--- config.mk ---
export PLATFORM = sky130hd
export DESIGN_NAME = dcm_pulse_cond
export DESIGN_NICKNAME = d
export VERILOG_FILES = /design/src/rtl/dcm_pkg.sv /design/src/rtl/dcm_glitch_filter.sv /design/src/rtl/dcm_pulse_cond.sv
export SDC_FILE = /design/constraint.sdc
export NUM_CORES = 1
export LEC_CHECK = 0
export CORE_MARGIN = 2
export CORE_UTILIZATION = 58
export DETAILED_ROUTE_END_ITERATION = 10
export PLACE_DENSITY_LB_ADDON = 0.05
export RECOVER_POWER = 100
export SYNTH_ARGS = -nofsm -noshare
export SYNTH_HDL_FRONTEND = slang
export SYNTH_SLANG_ARGS = --single-unit
--- constraint.sdc ---
create_clock -name clk -period 10.7 [get_ports clk]
set_clock_uncertainty 0.1 [all_clocks]
set_input_delay 2.675 -clock clk [delete_from_list [all_inputs] [get_ports clk]]
set_output_delay 2.675 -clock clk [all_outputs]
set_load 0.005 [all_outputs]
--- src/rtl/dcm_pkg.sv ---
// Shared types and default widths for the dcmctrl encoder path.
// Latency: n/a (declarations only).
// Backpressure: n/a.
package dcm_pkg;

    // Drive direction remembered between ticks so brake/coast keep stepping the same way.
    typedef enum logic {
        DIR_FWD = 1'b0,
        DIR_REV = 1'b1
    } dcm_dir_t;

    // Default counter widths; the SPI register map sizes its fields from these.
    localparam int DCM_POS_W = 24;
    localparam int DCM_PER_W = 16;

endpackage

--- src/rtl/dcm_glitch_filter.sv ---
// Two-flop synchronizer, level de-glitch filter and registered edge strobes.
// Latency: rise/fall strobe one cycle after the (FILTER_LEN+2)th edge that samples the new level.
// Backpressure: none; strobes are fire-and-forget.
//
// Ports: clk, reset (async, active-high), pulse_in (raw async input),
//        filt (accepted level), rise/fall (one-cycle strobes, fall only when BOTH_EDGES).
module dcm_glitch_filter #(
    parameter int FILTER_LEN = 4,
    parameter bit BOTH_EDGES = 1'b0
) (
    input  logic clk,
    input  logic reset,
    input  logic pulse_in,
    output logic filt,
    output logic rise,
    output logic fall
);

    localparam logic [7:0] LAST = 8'(FILTER_LEN - 1);

    logic       sync1;
    logic       sync2;
    logic [7:0] cnt;
    logic       accept;

    // sync2 has disagreed with filt for FILTER_LEN consecutive cycles including this one.
    assign accept = (sync2 != filt) && (cnt == LAST);

    always_ff @(posedge clk or posedge reset) begin
        if (reset) begin
            sync1 <= 1'b0;
            sync2 <= 1'b0;
            filt  <= 1'b0;
            cnt   <= '0;
            rise  <= 1'b0;
            fall  <= 1'b0;
        end else begin
            sync1 <= pulse_in;
            sync2 <= sync1;
            // Strobes launch on the same edge that updates filt.
            rise  <= accept && sync2;
            fall  <= accept && !sync2 && BOTH_EDGES;
            if (sync2 == filt) begin
                cnt <= '0;
            end else if (cnt == LAST) begin
                filt <= sync2;
                cnt  <= '0;
            end else begin
                cnt <= cnt + 8'd1;
            end
        end
    end

endmodule

--- src/rtl/dcm_pulse_cond.sv ---
// Encoder pulse conditioner: filtered count ticks, signed position and pulse-period measurement.
// Latency: pulse_tick one cycle after the (FILTER_LEN+2)th edge sampling pulse_in high; position/period one cycle after tick.
// Backpressure: none; every accepted pulse is counted immediately.
//
// Ports: clk, reset (async, active-high), pulse_in, dir_fwd/dir_rev (drive direction),
//        pos_load/pos_load_val (position preset), pulse_tick, position, period,
//        period_valid, stalled.
// Build option: define DCM_PULSE_BOTH_EDGES_EN to tick on both filtered edges.
module dcm_pulse_cond
    import dcm_pkg::*;
#(
    parameter int FILTER_LEN = 4,
    parameter int POS_W      = DCM_POS_W,
    parameter int PER_W      = DCM_PER_W
) (
    input  logic             clk,
    input  logic             reset,
    input  logic             pulse_in,
    input  logic             dir_fwd,
    input  logic             dir_rev,
    input  logic             pos_load,
    input  logic [POS_W-1:0] pos_load_val,
    output logic             pulse_tick,
    output logic [POS_W-1:0] position,
    output logic [PER_W-1:0] period,
    output logic             period_valid,
    output logic             stalled
);

`ifdef DCM_PULSE_BOTH_EDGES_EN
    localparam bit BOTH_EDGES = 1'b1;
`else
    localparam bit BOTH_EDGES = 1'b0;
`endif

    localparam logic [PER_W-1:0] PER_MAX = '1;

    logic             filt;
    logic             rise;
    logic             fall;
    logic             step_rev;
    logic             seen;
    logic [PER_W-1:0] per_cnt;
    dcm_dir_t         last_dir;

    dcm_glitch_filter #(
        .FILTER_LEN(FILTER_LEN),
        .BOTH_EDGES(BOTH_EDGES)
    ) u_filter (
        .clk     (clk),
        .reset   (reset),
        .pulse_in(pulse_in),
        .filt    (filt),
        .rise    (rise),
        .fall    (fall)
    );

    // Edge strobes are coincident with the new filtered level, so qualifying
    // them with it keeps a stray strobe from ever counting the wrong polarity.
    assign pulse_tick = (rise && filt) || (fall && !filt);

    // Exactly one drive active decides the step; brake/coast reuse the last one.
    assign step_rev = (dir_fwd ^ dir_rev) ? dir_rev : (last_dir == DIR_REV);

    always_ff @(posedge clk or posedge reset) begin
        if (reset) begin
            last_dir     <= DIR_FWD;
            position     <= '0;
            per_cnt      <= '0;
            period       <= PER_MAX;
            period_valid <= 1'b0;
            stalled      <= 1'b0;
            seen         <= 1'b0;
        end else begin
            if (dir_fwd ^ dir_rev) begin
                last_dir <= dir_rev ? DIR_REV : DIR_FWD;
            end

            // A load in the same cycle as a tick wins; that tick's step is dropped.
            if (pos_load) begin
                position <= pos_load_val;
            end else if (pulse_tick) begin
                position <= step_rev ? position - POS_W'(1) : position + POS_W'(1);
            end

            if (pulse_tick) begin
                per_cnt <= '0;
                seen    <= 1'b1;
                if (stalled) begin
                    // First tick after a stall only re-arms; its interval is meaningless.
                    stalled <= 1'b0;
                end else if (per_cnt == PER_MAX) begin
                    // Interval overflowed on this very cycle: report it as unmeasurable.
                    period       <= PER_MAX;
                    period_valid <= 1'b0;
                end else if (seen) begin
                    period       <= per_cnt + PER_W'(1);
                    period_valid <= 1'b1;
                end
            end else if (per_cnt == PER_MAX) begin
                stalled      <= 1'b1;
                period       <= PER_MAX;
                period_valid <= 1'b0;
            end else begin
                per_cnt <= per_cnt + PER_W'(1);
            end
        end
    end

endmodule

==> summary.md <==
| Metric | Value |
|---|---|
| Full die area | between 8000 and 9000 sq um |
| Cell area after layout | 5340 sq um |
| Max-cap violations | 2 |
| Global placer's final weighted congestion | 0.929 |
| Cts repair resizes | 0 |
| Fin Setup TNS | 0 ns |
| CTS sink cnt | 72 |
| Overflow after GRT | 0 |
| Commonest non-fill, non-tap cell in the layout | dfrtp_1 |
| Worst path top cell family by delay | buffers and inverters |
| Critical path fanouts, max | 30 |
| RSZ-0062 raised after global routing | no |
| Drt wl/cell | 15.4 microns |
| Dpl cell area | 5200 sq um |
| Status | complete, but fails checks |
| Die height | 91.0 microns |
| Worst path cell trace | dlygate4sd3_1 -> inv_1 -> maj3_1 -> clkbuf_1 -> fa_1 -> a21o_1 -> and4_1 -> o21ai_0 -> and2_0 -> a311oi_1 -> a31oi_1 -> or4_1 -> a221o_1 |
| Least-Margin Pin Slew | around 3.7 ns |
| Cell Pwr Density | roughly 170 nW/um^2 |
| DRT antenna net count | 0 |
| Post-Route WL | 9950 microns |
| Initial Util | 0.602 |
| Die width | ~90 microns |
| Final period utilization | 0.678 |
| Fill count | 580 |
| Max Clk Rate | between 0.1 and 0.15 GHz |
| Cell taking the most area after synthesis | dfrtp_1 |
| Reg area | 1820 sq um |
| Critical path arrival | 7.40 ns |
| Syn Nets | 533 |
| Number of global-route vias before repair | 3,562 |
| Iter 0 DRT Violations | about 120 |
| Setup bufs post-CTS | 0 |
| Area delta synth->final | 21.6% |
| Boundary Pins | 73 |
| CP endpoint kind | flop |
| First-pass GRT wire length | approximately 17,000 microns |
| Failing checks | capacitance limit, slew limit |
| Hold Fails Final Rpt | 0 |
| CTS tree | yes |
| Initial antenna violation count | 0 |
| # H-tree levels | 3 |
| Layout cell share with drive strength beyond 1 | 0.0656 |
| Multi-input gate area | 2450 sq um |
| Clk buf depth | 2 |
| Leakage Power | 2.36 nW |
| Vias | 3,709 |
| Hold buffers post-CTS | 0 |
| Slowest stage delay, CP | 1.07 ns |
| Share of the synthesized area in the top cell type | 0.319 |
| Nets | 602 |
| YS warnings | 0 |
| Post-DP HPWL | 7070 microns |
| Clock Pin Slew Worst Setup and Hold Paths | 0.07 ns |
| Final slew viol count | 120 |
| Predominant post-synthesis flop cell | dfrtp_1 |
| Clk_lat worst skew | 0.36 ns |
| Clock Tree Root | clkbuf_8 |
| Synth unique cells | 53 |
| I/O Buffers | 72 |
| Final hold slack | about 0.27 ns |
| Non-Filler Instances | roughly 650 |
| Total core area | about 7300 sq um |
| Post-layout util | 0.732 |
| Mapped Cells | 475 |
| Path type of the worst min-delay path | flop to flop |
| Ant diodes | 0 |
| Largest net degree at the start of global routing | 73 |
| Largest cells by area after synthesis | dfrtp_1, dfstp_2, ha_1 |
| Number of synthesized register bits | 72 |
| Period minus WS final | 7.26 ns |
| CP startpoint kind | primary input |
| Final setup violation count | 0 |
| Clock buffers created by TritonCTS | 9 |
| DR pass1 iterations | 4 |
| Path type of the worst setup path | primary input to flop |
| Slowest library cell on the worst path | clkbuf_1 |
| Overall global routing resource usage | 0.255 |
| Syn avg cell area | 9.25 sq um |
| Worst VDD drop | roughly 0.091 mV |
| Req. time, crit path | 10.84 ns |
| Dpl cells | 632 |
| # rows | 31 |
| Post-synthesis sequential area ratio | 0.415 |
| Async set-reset flop share out of synthesis | 1.00 |
| Drt drc | 0 |
| Commonest non-fill, non-tap cells in the layout | dfrtp_1, nor2_1, a21oi_1 |
| CP bufs+invs | 3 |
| EDFF count, synth | 0 |
| Slew headroom | -1.48 |
| Mapped cell area | approximately 4400 sq um |
| Via density | 5.72 |
per-stage QoR:
| step | worst slack (ns) | total power (W) |
|---|---|---|
| after floorplan | 4.76 | 0.000601 |
| after global placement | 4.25 | 0.000714 |
| after detailed placement | 4.16 | 0.000724 |
| after CTS | 4.53 | 0.000936 |
| after global routing | 3.09 | 0.000976 |
| final | 3.44 | 0.000914 |
logic make-up (layout without fill, tap and decap cells):
group | Yosys count | in the layout | synth area share
AND/OR/NAND/NOR | 165 | 165 | 0.180
AO/OA/AOI/OAI | 129 | 129 | 0.183
flip-flops | 72 | 72 | 0.415
XOR/XNOR | 41 | 41 | 0.0818
adder cells (fa/ha/maj) | 30 | 30 | 0.0860
buffers and inverters | 24 | 98 | 0.0211
multiplexers | 14 | 14 | 0.0339
final timing paths:
kind                                startpoint             end  slack [ns]  cells after the start
worst max-delay path                   dir_fwd    position[22]        3.44                     13
worst min-delay path            u_filter.sync1  u_filter.sync2        0.27                      0
worst max register to register        last_dir    position[22]        6.01                     11
worst min register to register  u_filter.sync1  u_filter.sync2        0.27                      0
max in group asynchronous                reset        last_dir        4.31                      3
min in group asynchronous                reset     position[2]        4.10                      3
Yosys cell counts (6+ instances only):
cell / n
ha_1: 27
nor2b_1: 6
o21ai_0: 33
dfrtp_1: 56
dfstp_2: 16
mux2i_1: 7
nand2_1: 41
xor2_1: 23
nor3_1: 6
nand3_1: 22
a211oi_1: 7
and2_1: 6
and3_1: 8
xnor2_1: 18
a21o_1: 7
a21oi_1: 52
mux2_2: 7
clkbuf_1: 15
nor2_1: 54
state kept, by name, indices dropped and copies added (netlist names):
name,flops
period,16
u_filter.sync2,1
u_filter.rise,1
u_filter.sync1,1
position,24
per_cnt,16
u_filter.filt,1
period_valid,1
last_dir,1
seen,1
stalled,1
u_filter.cnt,8
worst register-to-register path, cell delays in order, from the launching register on:
cell      delay [ns]
dfrtp_1         0.37
maj3_1          0.16
clkbuf_1        1.07
fa_1            0.43
a21o_1          0.15
and4_1          0.23
o21ai_0         0.15
and2_0          0.17
a311oi_1        0.61
a31oi_1         0.24
or4_1           0.56
a221o_1         0.33
area by class of cell:
class | count | area share
clock inverters | 5 | 0.00726
multi-input cells | 379 | 0.458
well taps | 99 | 0.0232
inverters | 5 | 0.00351
clock buffers | 11 | 0.0286
repair buffers | 77 | 0.138
flip-flops and latches | 72 | 0.341
routing by layer:
| metal | up-vias | GRT usage | routed length, microns |
|---|---|---|---|
| met4 | 0 | 0.0694 | 141 |
| li1 | 1849 | - | - |
| met1 | 1771 | 0.325 | 4360 |
| met5 | - | 0 | 0 |
| met2 | 75 | 0.438 | 5020 |
| met3 | 14 | 0.0573 | 429 |
power breakdown:
part | total, W | switching [W] | internal (W) | leakage (nW)
Clock | 0.000208 | 0.000108 | 0.0000995 | 0.0950
Combinational | 0.000329 | 0.000169 | 0.000161 | 1.40
Sequential | 0.000376 | 0.0000427 | 0.000334 | 0.873
Total | 0.000914 | 0.000320 | 0.000594 | 2.36
(Power assumes the default switching activity.)
